$ cat config.mk
export PLATFORM = sky130hd
export DESIGN_NAME = alu_sequencer
export DESIGN_NICKNAME = d
export VERILOG_FILES = /design/src/rtl/alu_sequencer.sv
export SDC_FILE = /design/constraint.sdc
export NUM_CORES = 1
export LEC_CHECK = 0
export ABC_AREA = 1
export BUFFER_PORTS_ARGS = -buffer_cell sky130_fd_sc_hd__buf_2
export CAP_MARGIN = 10
export CORE_UTILIZATION = 30
export CTS_CLUSTER_SIZE = 30
export DETAILED_ROUTE_END_ITERATION = 10
export GPL_TIMING_DRIVEN = 0
export PLACE_DENSITY_LB_ADDON = 0.08
export SYNTH_ARGS = -nofsm -noshare
export SYNTH_HDL_FRONTEND = slang
export SYNTH_SLANG_ARGS = --single-unit
$ cat constraint.sdc
create_clock -name clock -period 1.82 [get_ports clock]
set_clock_uncertainty 0.05 [all_clocks]
set_input_delay 0.364 -clock clock [delete_from_list [all_inputs] [get_ports clock]]
set_output_delay 0.364 -clock clock [all_outputs]
set_load 0.01 [all_outputs]
$ cat src/rtl/alu_sequencer.sv
// Multi-cycle control FSM for a minimal RV32I core: fetches over a valid/ready
// handshake, classifies the opcode, raises one ALU sub-unit enable for the
// execute/writeback window, strobes the register-file write and owns the PC.
module alu_sequencer #(
  parameter logic [31:0] RESET_PC      = 32'h0000_0000,
  parameter int unsigned INSTRET_WIDTH = 32
) (
  input  logic                     clock,
  input  logic                     reset_n,
  input  logic                     run,
  output logic                     imem_req_valid,
  output logic [31:0]              imem_req_addr,
  input  logic                     imem_req_ready,
  input  logic                     imem_rsp_valid,
  input  logic [31:0]              imem_rsp_data,
  output logic [31:0]              instruction,
  output logic [6:0]               alu_enable,
  input  logic                     next_pc_valid,
  input  logic [31:0]              next_pc,
  output logic                     rf_write_enable,
  output logic [4:0]               rf_rd,
  output logic [31:0]              pc,
  output logic                     illegal_instruction,
  output logic [INSTRET_WIDTH-1:0] instret
);

  typedef enum logic [2:0] {
    StIdle,
    StFetchReq,
    StFetchWait,
    StDecode,
    StExecute,
    StWriteback,
    StTrap
  } state_e;

  state_e                   state_q, state_d;
  logic [31:0]              pc_q, pc_d;
  logic [31:0]              instr_q, instr_d;
  logic [6:0]               alu_en_q, alu_en_d;
  logic                     illegal_q, illegal_d;
  logic [INSTRET_WIDTH-1:0] instret_q, instret_d;

  logic [6:0] decoded;
  logic       is_ctrl;
  logic       redirect;
  logic       misaligned;

  // Opcode to one-hot sub-unit enable; zero means the opcode is not supported.
  function automatic logic [6:0] decode_opcode(input logic [6:0] opcode);
    logic [6:0] en;
    en = 7'b0;
    case (opcode)
      7'b0110011: en = 7'b0000001; // reg-reg
      7'b0010011: en = 7'b0000010; // reg-imm
      7'b1100011: en = 7'b0000100; // branch
      7'b1101111: en = 7'b0001000; // jal
      7'b1100111: en = 7'b0010000; // jalr
      7'b0110111: en = 7'b0100000; // lui
      7'b0010111: en = 7'b1000000; // auipc
      default:    en = 7'b0;
    endcase
    return en;
  endfunction

  // Redirect qualification: next_pc_valid only matters for control-flow ops.
  always_comb begin
    decoded    = decode_opcode(instr_q[6:0]);
    is_ctrl    = |alu_en_q[4:2];
    redirect   = is_ctrl && next_pc_valid;
    misaligned = redirect && (next_pc[1:0] != 2'b00);
  end

  // Next-state, datapath register updates and handshake/strobe outputs.
  always_comb begin
    state_d         = state_q;
    pc_d            = pc_q;
    instr_d         = instr_q;
    alu_en_d        = alu_en_q;
    illegal_d       = illegal_q;
    instret_d       = instret_q;
    imem_req_valid  = 1'b0;
    rf_write_enable = 1'b0;
    unique case (state_q)
      StIdle: begin
        if (run) state_d = StFetchReq;
      end
      StFetchReq: begin
        // Held until accepted; address comes straight from pc_q so it cannot move.
        imem_req_valid = 1'b1;
        if (imem_req_ready) state_d = StFetchWait;
      end
      StFetchWait: begin
        if (imem_rsp_valid) begin
          instr_d = imem_rsp_data;
          state_d = StDecode;
        end
      end
      StDecode: begin
        if (decoded == 7'b0) begin
          illegal_d = 1'b1;
          state_d   = StTrap;
        end else begin
          alu_en_d = decoded;
          state_d  = StExecute;
        end
      end
      StExecute: begin
        state_d = StWriteback;
      end
      StWriteback: begin
        alu_en_d = 7'b0;
        if (misaligned) begin
          illegal_d = 1'b1;
          state_d   = StTrap;
        end else begin
          rf_write_enable = !alu_en_q[2] && (instr_q[11:7] != 5'd0);
          pc_d            = redirect ? next_pc : pc_q + 32'd4;
          instret_d       = instret_q + INSTRET_WIDTH'(1);
          state_d         = run ? StFetchReq : StIdle;
        end
      end
      StTrap: begin
        // Sticky until reset.
        state_d = StTrap;
      end
      default: begin
        state_d = StTrap;
      end
    endcase
  end

  // State and architectural registers; reset asserts asynchronously.
  always_ff @(posedge clock or negedge reset_n) begin
    if (!reset_n) begin
      state_q   <= StIdle;
      pc_q      <= RESET_PC;
      instr_q   <= 32'b0;
      alu_en_q  <= 7'b0;
      illegal_q <= 1'b0;
      instret_q <= '0;
    end else begin
      state_q   <= state_d;
      pc_q      <= pc_d;
      instr_q   <= instr_d;
      alu_en_q  <= alu_en_d;
      illegal_q <= illegal_d;
      instret_q <= instret_d;
    end
  end

  assign imem_req_addr       = pc_q;
  assign instruction         = instr_q;
  assign alu_enable          = alu_en_q;
  assign rf_rd               = instr_q[11:7];
  assign pc                  = pc_q;
  assign illegal_instruction = illegal_q;
  assign instret             = instret_q;

endmodule

== Yosys cells after proc, flatten, opt, wreduce, memory -nomap -nowiden ==
Index checks and enable logic that the tools add are counted.

* Register bits: 107
* Logic and storage cells: 59

* Equality and inequality tests: 18
* Reduce and logical (&&, ||, !) cells: 15
* Multiplexer cells: 17
* Bitwise operators: 1
* Add/sub/neg operators: 2

{| class="wikitable"
|+ Operators with widths
! cell !! number
|-
| one-hot mux 7 bit (7 select lines) || 1
|-
| adder 32 x 1 -> 32 bit, second input constant || 1
|-
| adder 32 x 3 -> 32 bit, second input constant || 1
|-
| 2-to-1 mux 32 bit || 1
|-
| equality test 7 bit, second input constant || 3
|-
| one-hot mux 3 bit (6 select lines) || 1
|-
| equality test 7 x 5 -> 1 bit, second input constant || 2
|-
| equality test 7 x 6 -> 1 bit, second input constant || 2
|-
| one-hot mux 7 bit (2 select lines) || 1
|-
| 2-to-1 mux 3 bit || 4
|-
| != test 2 bit, second input constant || 6
|-
| logical NOT 7 bit || 1
|-
| 2-to-1 mux 7 bit || 1
|-
| equality test 3 x 2 -> 1 bit, second input constant || 2
|-
| equality test 3 bit, second input constant || 2
|-
| 2-to-1 mux 1 bit || 6
|-
| AND reduction 2 bit || 3
|-
| AND reduction 3 bit || 2
|-
| nonzero test 5 bit || 1
|-
| nonzero test 2 bit || 2
|-
| equality test 3 x 1 -> 1 bit, second input constant || 1
|-
| logical AND 1 bit || 3
|-
| logical NOT 3 bit || 1
|-
| OR reduction 3 bit || 1
|-
| other kinds (4) || 4
|}

== Depth between registers and ports, before layout ==
Gate-level depths: netlist of run 1.

* Depth after elaboration: 5
* Depth in mapped cells: 10

== Least setup slack after synthesis of run 1 ==
Ideal clock, no wire load.

* Kind: input port to output port
* Start point: in next_pc[0]
* End point: out rf_write_enable
* Arrival: 1.399 ns
* Slack: 0.007 ns
* Stages: 6
* Required time: 1.406 ns
* Path through: or2_2 -> nand3_1 -> nand2_2 -> buf_6 -> buf_2 -> a211oi_2

* Cells in the longest elaborated chain, start to end: 4

{| class="wikitable"
|+ Ends and longest elaborated chain
! item !! RTL line !! RTL
|-
| start: declaration || 19 || <nowiki>input logic [31:0] next_pc,</nowiki>
|-
| nonzero test 2 bit || 71 || <nowiki>misaligned = redirect && (next_pc[1:0] != 2'b00);</nowiki>
|-
| logical AND 1 bit || 71 ||
|-
| 2-to-1 mux 1 bit || 113 || <nowiki>if (misaligned) begin</nowiki>
|-
| 2-to-1 mux 1 bit || 84 || <nowiki>unique case (state_q)</nowiki>
|-
| end: declaration || 20 || <nowiki>output logic rf_write_enable,</nowiki>
|}

No other way between the ends.

== Worst setup path after layout of run 1 ==
* Start point: reg state_q[0]
* End point: out rf_write_enable

* Cells in the longest elaborated chain, start to end: 2

{| class="wikitable"
|+ Ends and longest elaborated chain
! item !! RTL line !! RTL
|-
| start: declaration || 37 || <nowiki>state_e state_q, state_d;</nowiki>
|-
| start signal: assignment || 136 || <nowiki>state_q <= StIdle;</nowiki>
|-
| start signal: assignment || 143 || <nowiki>state_q <= state_d;</nowiki>
|-
| equality test 3 bit || 84 ||
|-
| 2-to-1 mux 1 bit || 84 ||
|}

No other way between the ends.

==> impl_results.md, run 1 <==
* Seq pwr share at 51.7%
* Layout cells sized above 1 at 35.4%
* Die area at 22200 um2
* Critical path endpoint category: output port
* Non-filler instance count after layout at 1385
* Starting density of the core at 30.8%
* Via count at 6220
* Routed WL at 20.0 mm
* RSZ-0062 raised after global routing: true
* Worst Hold Path Cells at 2
* Sequential Area at 2690 um2
* DPL Wire Length at 15.3 mm
* Fin area at 8520 um2
* Synth Instances at 860
* Global route total overflow at 0
* Setup slack, reg-to-reg at 0.09 ns
* Met2 Usage GRT at 28.9%
* Fill cell count at 2285
* CTS Sinks at 107
* Initial antenna violation count at 4
* Hold Vio Cnt, Final at 0
* Placed Cells at 1348
* Clock Path Buffers at 2
* Top-count cell post-synth: nand2_1
* Combinational Power Share at 3.0%
* Kind of critical path: register to output port
* Post-synth top area share at 41.3%
* Multi-input logic area at 3230 um2
* Core Region at 21100 um2
* Main synth FF type: dfrtp_1
* Yosys warns at 0
* Pre-Repair DR Iteration Count at 5
* Worst setup SP type: register
* Die X at 149 um
* Run status: finished, violations left
* Net switching power at 1.07 mW
* Placed inst area at 7930 um2
* Final Power at 4.59 mW
* First-pass GRT wire length at 32.0 mm
* Row count at 53
* Chip Height at 149 um
* Residual DRC count at 0
* CP arrival at 1.57 ns
* Min-Delay Endpoint: instruction[12]
* Fin crit share at 109%
* Met3 Use GR at 4.46%
* Failing checks: negative setup slack
* Cell taking the most area after synthesis: dfrtp_1
* Pin count of the biggest net entering global routing at 60
* Vias in the first global route at 6001
* Crit-path max FO at 4
* Worst hold path class: input port to register
* Slew margin rel. at 66.2%
* Hold Path Origin: imem_rsp_data[12]
* Sw frac at 23.4%
* Detail Route Antenna Nets at 0
* Yosys cell types at 39
* GP Congestion at 0.831
* DR WL/cell at 14.4 um
* IO Count at 213
* Max frequency at 504 MHz
* Met1 usage at 26.0%
* Reg2Reg Depth at 9
* Syn Nets at 932
* WP data required at 1.41 ns
* Max Cap Viol at 0
* Final TNS setup at -0.166 ns
* Min Tclk post-route at 1.99 ns
* Final #Nets at 1177
* Top Usage Layer GRT: met2
* CTS buffer count at 9
* CTS tree: built
* Synth top area cells: dfrtp_1 41%, nand2_1 16%, nor2_1 6.9%, nand3_1 5.2%, mux2_4 4.6%
* FFs w/ async S/R, synth at 100%
* Worst-path clk slew at 0.08 ns
* Worst-Margin Slew at 0.506 ns
* Setup ws final at -0.166 ns
* Sequential-to-total area share from yosys stat at 41.3%
* Clk root buf: clkbuf_16
* Cell Pwr Density at 539 nW/um2
* Antenna diodes at 0
* Setup violators final at 1
* Pint at 3.52 mW
* EDFF count, synth at 0
* Clk_lat worst skew at 0.36 ns
* Final slew viol count at 0
* Area Growth Syn to Fin at 31.3%
* H-tree Lvls at 3
* Gr usage total at 18.7%
* Reg2reg end: imem_req_addr[4]
* Worst IR Drop VDD at 0.389 mV
* Seq cells post-synth at 107
* Top cells by count, synth: 269 x nand2_1, 119 x nor2_1, 107 x dfrtp_1
* Leak at 4.68 nW
* Reg-to-reg critical path startpoint: state_q[0]
* IO buf count at 212
* Initial DRC count at 282
* Synthesized area at 6490 um2
* Syn avg cell area at 7.54 um2
* Clk pwr share at 45.3%
* Via/cell ratio at 4.49
## power by group through the flow
stage	Sequential, mW	Clock, mW	Combinational [mW]
after detailed placement	2.42	0	0.141
after CTS	2.37	2.13	0.143
final	2.37	2.08	0.137
after global routing	2.37	2.22	0.157
after floorplan	2.42	0	0.00342
after global placement	2.42	0	0.130
## state kept, by name, summed over array words and instances (netlist names)
name,cells
alu_enable,7
illegal_instruction,1
imem_req_addr,32
instret,32
instruction,32
state_q,3
## metrics by stage
stage	utilization, %	worst slack (ns)	hold WS [ns]
2_1_floorplan	-	0.00717	0.0184
3_3_place_gp	37.4	-1.19	0.385
3_5_place_dp	37.6	-0.388	0.298
4_1_cts	39.8	-0.231	0.169
5_1_grt	40.4	-0.263	0.163
6_report	40.4	-0.166	0.181
## cells in the final DEF, fill, tap and decap left out, types with 3 or more instances in the layout
cell	instances
a21oi_1	9
buf_2	217
buf_4	60
buf_6	4
clkbuf_16	9
clkbuf_2	5
dfrtp_1	94
dfrtp_2	13
inv_1	69
inv_2	4
mux2_2	7
mux2_4	20
nand2_1	267
nand2_4	4
nand3_1	66
nand3_2	4
nand3b_1	9
nand4_1	8
nor2_1	108
nor2_2	14
nor2_4	3
nor3_1	13
nor3_2	3
nor3_4	4
o21ai_0	25
o21ai_1	12
o22ai_1	3
or2_2	6
xnor2_1	6
xor2_1	18
## final cells by class
| class | instances | share of cell area (%) |
|---|---|---|
| Inverter | 74 | 3.26 |
| Buffer | 55 | 4.80 |
| Clock inverter | 7 | 0.896 |
| Timing Repair Buffer | 235 | 14.8 |
| Clock buffer | 9 | 2.64 |
| Sequential cell | 107 | 31.6 |
| Multi-Input combinational cell | 623 | 37.9 |
| Tap cell | 275 | 4.04 |
## worst max-delay path, cell delays in order, from the launching register on
cell	delay [ns]
dfrtp_1	0.35
inv_1	0.12
nor3_4	0.19
nand2_4	0.09
buf_12	0.14
a211oi_2	0.17
buf_2	0.16
## routing by layer
metal | vias to the layer above | wire [um]
met1 | 2823 | 9710
met2 | 186 | 8690
met4 | 6 | 225
li1 | 3186 | -
met5 | - | 44
met3 | 19 | 1350
## kinds of logic (layout without fill, tap and decap cells)
| family | after synthesis | count (layout) | share of synthesized area [%] |
|---|---|---|---|
| compound gates | 55 | 55 | 4.55 |
| buf+inv | 130 | 380 | 10.4 |
| xor+xnor | 24 | 24 | 3.24 |
| simple gates | 515 | 515 | 34.3 |
| fa+ha+maj | 2 | 2 | 0.386 |
| mux | 27 | 27 | 5.85 |
| flops | 107 | 107 | 41.3 |
## how the worst max path moves through the flow
| stage | end | depth (start not counted) | slack, ns | from |
|---|---|---|---|---|
| finish | rf_write_enable | 6 | -0.17 | state_q[0] |
| global route | rf_write_enable | 7 | -0.26 | alu_enable[2] |
| CTS | rf_write_enable | 6 | -0.23 | state_q[1] |
| detailed placement | rf_write_enable | 8 | -0.39 | next_pc[0] |
| global placement | instruction[19] | 1 | -1.19 | reset_n |
| floorplan | rf_write_enable | 6 | 0.007 | next_pc[0] |
## repair_timing
item,4_1_cts,5_1_grt
gates resized for setup,24,34
buffers inserted,12,9
cloned,0,0
hold buffers,1,0
hold endpoints to repair,48,0
endpoints found under the setup margin,32,50
pin swaps,4,5
Power figures use the tool's default switching activity.
==> inputs of run 2 (changes only) <==
Settings changed: CELL_PAD_IN_SITES_DETAIL_PLACEMENT set to 0, CELL_PAD_IN_SITES_GLOBAL_PLACEMENT set to 1, CTS_CLUSTER_SIZE 30 to 28.
==> impl_results.md, run 2 (synthesis gave the netlist of run 1 again) <==
* Max Cap Viol at 0 (unchanged)
* Kind of critical path: register to output port
* Worst path slowest cell: dfrtp_2
* Core Region at 21100 um2 (unchanged)
* Die X at 149 um (unchanged)
* Chip Height at 149 um (unchanged)
* Final TNS setup at -0.0905 ns (+0.0753 ns)
* Clk root buf: clkbuf_16
* Fin crit share at 105% (-4.1 points)
* Initial antenna violation count at 3 (-1)
* Starting density of the core at 30.8% (unchanged)
* Crit-path leading delay family: flip-flops
* First-pass GRT wire length at 32.5 mm (+1.3%)
* Buffer and inverter count on the worst path at 1 (-2)
* Initial DRC count at 312 (+11%)
* Hold Path Origin: imem_rsp_data[28]
* Final hold slack at 0.182 ns (+0.00128 ns)
* IO Count at 213 (unchanged)
* Fin area at 8530 um2 (+0.10%)
* CTS Sinks at 107 (unchanged)
* Setup violators final at 1 (unchanged)
* Final #Nets at 1175 (-0.17%)
* Top Usage Layer GRT: met2
* Placed inst area at 7930 um2 (unchanged)
* CP arrival at 1.50 ns (-0.07 ns)
* Final Core Density at 40.4% (+0.042 points)
* H-tree Lvls at 3 (unchanged)
* Worst hold path class: input port to register
* WP data required at 1.41 ns (about the same)
* Run status: finished, violations left
* Final slew viol count at 0 (unchanged)
* Reg-to-reg critical path startpoint: instret[1]
* Via count at 6256 (+0.58%)
* Setup ws final at -0.0905 ns (+0.0753 ns)
* Critical path's largest stage delay at 0.43 ns (+0.08 ns)
* Worst IR Drop VDD at 0.359 mV (-7.8%)
* Met1 usage at 27.0% (+1.0 points)
* RSZ-0062 raised after global routing: true
* Die area at 22200 um2 (unchanged)
* Critical path endpoint category: output port
* Stages on the worst setup path at 4 (-2)
* Failing checks: negative setup slack
* DR WL/cell at 15.0 um (+3.6%)
* Detail Route Antenna Nets at 0 (unchanged)
* Worst-path cell chain: nor3_4 > nand2_4 > a211oi_2 > buf_2
* Worst-Margin Slew at 0.449 ns (-0.0571 ns)
* Global route total overflow at 0 (unchanged)
* Residual DRC count at 0 (unchanged)
* Fill cell count at 2315 (+1.3%)
* Routed WL at 20.7 mm (+3.7%)
* Critical Path Sink: rf_write_enable
* CTS tree: built
* Clock Path Buffers at 2 (unchanged)
* Hold Vio Cnt, Final at 0 (unchanged)
* Max frequency at 523 MHz (+3.9%)
* Row count at 53 (unchanged)
* Pin count of the biggest net entering global routing at 74 (+23%)
* DPL Wire Length at 16.0 mm (+4.6%)
* Layout cells sized above 1 at 35.7% (+0.33 points)
* Most frequent cells in the layout: 266 x nand2_1, 216 x buf_2, 104 x nor2_1, 93 x dfrtp_1, 68 x inv_1
* Cell Pwr Density at 545 nW/um2 (+1.1%)
* Worst setup SP type: register
* Clk_lat worst skew at 0.36 ns (about the same)
* Setup slack, reg-to-reg at 0.09 ns (about the same)
* Placed Cells at 1348 (unchanged)
* Area Growth Syn to Fin at 31.4%
* Leak at 4.66 nW (-0.40%)
* CP startpoint: state_q[1]
* Met2 Usage GRT at 29.0% (+0.093 points)
* Min Tclk post-route at 1.91 ns (-0.0753 ns)
* Met3 Use GR at 4.74% (+0.28 points)
* CTS buffer count at 9 (unchanged)
* IO buf count at 212 (unchanged)
* Gr usage total at 19.2% (+0.47 points)
* Reg2reg end: instret[24]
* Via/cell ratio at 4.51 (+0.51%)
* Non-filler instance count after layout at 1386 (+0.072%)
* Most common cell after layout, fill and taps aside: nand2_1
* Slew margin rel. at 70.0% (+3.8 points)
* GP Congestion at 0.852 (+2.5%)
* Reg2Reg Depth at 8 (-1)
* Crit-path max FO at 4 (unchanged)
* Worst-path clk slew at 0.08 ns (about the same)
* Pre-Repair DR Iteration Count at 4 (-1)
* Vias in the first global route at 5879 (-2.0%)
## run 2: cell count changes in the layout (fill, tap and decap cells not counted), sizes merged
| cell | previous run | this run |
|---|---|---|
| buf | 283 | 280 |
| clkbuf | 15 | 17 |
| clkinv | 5 | 2 |
| clkinvlp | 1 | 2 |
| diode | 0 | 3 |
| inv | 74 | 75 |
## run 2: layout make-up
cell class / instances / area (um2) / share of cell area (%)
flip-flops and latches: 107 / 2700 / 31.6
diodes: 3 / 7.51 / 0.0881
multi-input cells: 623 / 3250 / 38.1
plain buffers: 54 / 385 / 4.52
clock inverters: 6 / 72.6 / 0.851
repair buffers: 234 / 1250 / 14.7
clock buffers: 10 / 239 / 2.80
well taps: 275 / 344 / 4.04
inverters: 74 / 278 / 3.26
## run 2: report_power, final
part | total (mW) | switching, mW | internal (mW)
Sequential | 2.37 | 0 | 2.37
Combinational | 0.137 | 0.0749 | 0.0623
Clock | 2.13 | 1.01 | 1.13
## run 2: worst min path at each step
stage                               end  slack (ns)  depth (start not counted)
CTS                     instruction[28]        0.17                          2
global route            instruction[21]        0.17                          2
finish                  instruction[28]        0.18                          2
floorplan                 alu_enable[0]        0.02                          0
detailed placement    imem_req_addr[25]        0.24                          1
global placement    illegal_instruction        0.39                          1
## run 2: repair_timing
action / 4_1_cts / 5_1_grt
setup endpoints to repair: 39 / 43
gates resized for setup: 22 / 40
hold buffers: 1 / 0
pin swaps: 4 / 6
cloned: 0 / 0
buffers inserted: 12 / 8
hold endpoints to repair: 34 / 0
## run 2: metal layers
| metal | vias up | part of all wire, % |
|---|---|---|
| met1 | 2871 | 48 |
| met2 | 174 | 44 |
| li1 | 3195 | - |
| met4 | 0 | 1.2 |
| met3 | 16 | 7.1 |
| met5 | - | 0 |
## run 2: stage by stage
step,setup slack [ns],power [mW]
after floorplan,0.00717,2.43
after global placement,-1.16,2.55
after detailed placement,-0.397,2.56
after CTS,-0.281,4.71
after global routing,-0.174,4.83
final,-0.0905,4.65
## run 2: worst register-to-register path, stage by stage, from the launching register on
cell,delay [ns]
dfrtp_1,0.37
ha_1,0.17
inv_1,0.13
nor2_4,0.15
nand4_1,0.19
nor2_4,0.20
buf_4,0.15
nand3_1,0.08
xor2_1,0.15
==> inputs of run 3 (changes only) <==
Settings changed: REMOVE_ABC_BUFFERS set to 1.
==> impl_results.md, run 3 (synthesis gave the netlist of run 1 again) <==
* Run status: finished, violations left
* Failing checks: negative setup slack
* Max frequency at 534 MHz (+2.1%)
* Chip Height at 149 um (unchanged)
* Worst hold path class: input port to register
* RSZ-0062 raised after global routing: true
* Layout cells sized above 1 at 34.6% (-1.1 points)
* GP Congestion at 0.812 (-4.7%)
* Gr usage total at 18.7% (-0.46 points)
* IO buf count at 212 (unchanged)
* Most frequent cells in the layout: 266 x nand2_1, 212 x buf_2, 107 x nor2_1, 91 x dfrtp_1, 66 x inv_1
* Starting density of the core at 30.8% (unchanged)
* Clk_lat worst skew at 0.36 ns (about the same)
* DPL Wire Length at 14.4 mm (-10%)
* Placed Cells at 1294 (-4.0%)
* Pre-Repair DR Iteration Count at 4 (unchanged)
* Via/cell ratio at 4.57 (+1.2%)
* Die area at 22200 um2 (unchanged)
* Global route total overflow at 0 (unchanged)
* Antenna diodes at 0 (-3)
* Worst-path clk slew at 0.09 ns (about the same)
* Placed inst area at 7580 um2 (-4.3%)
* Highest routed layer: met5
* Detail Route Antenna Nets at 0 (unchanged)
* Clk root buf: clkbuf_16
* Final Power at 4.60 mW (-0.94%)
* H-tree Lvls at 3 (unchanged)
* Fin area at 8490 um2 (-0.41%)
* Critical path's largest stage delay at 0.37 ns (-0.06 ns)
* CP arrival at 1.46 ns (-0.04 ns)
* Setup ws final at -0.0514 ns (+0.0391 ns)
* Worst setup SP type: register
* Worst-Margin Slew at 0.512 ns (+0.0622 ns)
* Worst IR Drop VDD at 0.386 mV (+7.5%)
* Crit-path max FO at 3 (-1)
* Row count at 53 (unchanged)
* DR WL/cell at 15.3 um (+2.1%)
* Worst path slowest cell: dfrtp_1
* Setup violators final at 1 (unchanged)
* Most common cell after layout, fill and taps aside: nand2_1
* Final Core Density at 40.3% (-0.17 points)
* Wl on met1 at 10.1 mm (+1.1%)
* Die X at 149 um (unchanged)
* Fin crit share at 103% (-2.2 points)
* First-pass GRT wire length at 32.1 mm (-1.0%)
* Clock Path Buffers at 2 (unchanged)
* Hold Vio Cnt, Final at 0 (unchanged)
* Core Region at 21100 um2 (unchanged)
* Final hold slack at 0.177 ns (-0.00546 ns)
* Via count at 6167 (-1.4%)
* Residual DRC count at 0 (unchanged)
* Leak at 4.56 nW (-2.1%)
* Initial DRC count at 258 (-17%)
* Final slew viol count at 0 (unchanged)
* Routed WL at 20.6 mm (-0.51%)
* Critical path endpoint category: output port
* Cell Pwr Density at 542 nW/um2 (-0.53%)
* Kind of critical path: register to output port
* IO Count at 213 (unchanged)
* Slew margin rel. at 65.9% (-4.1 points)
* CTS buffer count at 9 (unchanged)
* Pin count of the biggest net entering global routing at 62 (-16%)
* Initial antenna violation count at 2 (-1)
* Setup slack, reg-to-reg at 0.02 ns (-0.07 ns)
* Max Cap Viol at 0 (unchanged)
* Final #Nets at 1142 (-2.8%)
* Met2 Wirelength at 9.01 mm (-0.35%)
* Non-filler instance count after layout at 1350 (-2.6%)
* Met3 wire length at 1.36 mm (-7.7%)
* Vias in the first global route at 5964 (+1.4%)
* Min Tclk post-route at 1.87 ns (-0.0391 ns)
* CTS Sinks at 107 (unchanged)
* Worst-path cell chain: inv_2 > nor3_4 > nand2_8 > a211oi_2 > buf_2
* Area Growth Syn to Fin at 30.9%
* CTS tree: built
* WP data required at 1.41 ns (about the same)
-- run 3: stage by stage --
stage                     TNS (ns)  worst slack (ns)
final                      -0.0514           -0.0514
after global routing        -0.289            -0.111
after CTS                   -0.566            -0.136
after detailed placement    -40.88            -0.959
after global placement     -211.38             -1.71
after floorplan             -15.95            -0.484
-- run 3: path summary, 6_finish.rpt --
| kind | from | to | depth (start not counted) |
|---|---|---|---|
| min in group asynchronous | reset_n | imem_req_addr[24] | 2 |
| hold reg to reg | illegal_instruction | illegal_instruction | 1 |
| max in group asynchronous | reset_n | imem_req_addr[13] | 3 |
| setup reg to reg | state_q[0] | instret[18] | 9 |
| hold / removal | imem_rsp_data[23] | instruction[23] | 2 |
| setup / recovery | state_q[0] | rf_write_enable | 5 |
-- run 3: critical path, delay by kind of cell, from the launching register on --
family          cells  cell delay, ns
buf+inv             2            0.22
simple gates        2            0.36
flops               1            0.37
compound gates      1            0.13
-- run 3: routing by layer --
metal / global-route usage (%) / vias to the layer above
met5: 0 / -
met2: 28.2 / 164
met3: 4.65 / 13
met1: 26.5 / 2865
met4: 4.90 / 2
li1: - / 3123
-- run 3: final cells by class --
class / instances / area, um2
clock inverter: 7 / 73.8
sequential: 107 / 2700
clock buffer: 9 / 225
fill: 2235 / 12600
tap: 275 / 344
inverter: 74 / 298
timing repair buffer: 253 / 1510
multi-input combinational: 625 / 3340
-- run 3: power by group --
| group | switching [mW] | total [mW] | leakage [nW] | internal (mW) |
|---|---|---|---|---|
| combinational | 0.0803 | 0.143 | 3.07 | 0.0627 |
| clock | 1.10 | 2.08 | 0.148 | 0.987 |
| sequential | 0 | 2.37 | 1.34 | 2.37 |
-- run 3: what timing repair did --
item | CTS | global route
setup buffers | 12 | 25
hold endpoints to repair | 46 | 0
resized for setup | 21 | 50
setup endpoints to repair | 66 | 53
hold buffers | 1 | 0
gates cloned | 1 | 2
pin swaps | 5 | 10
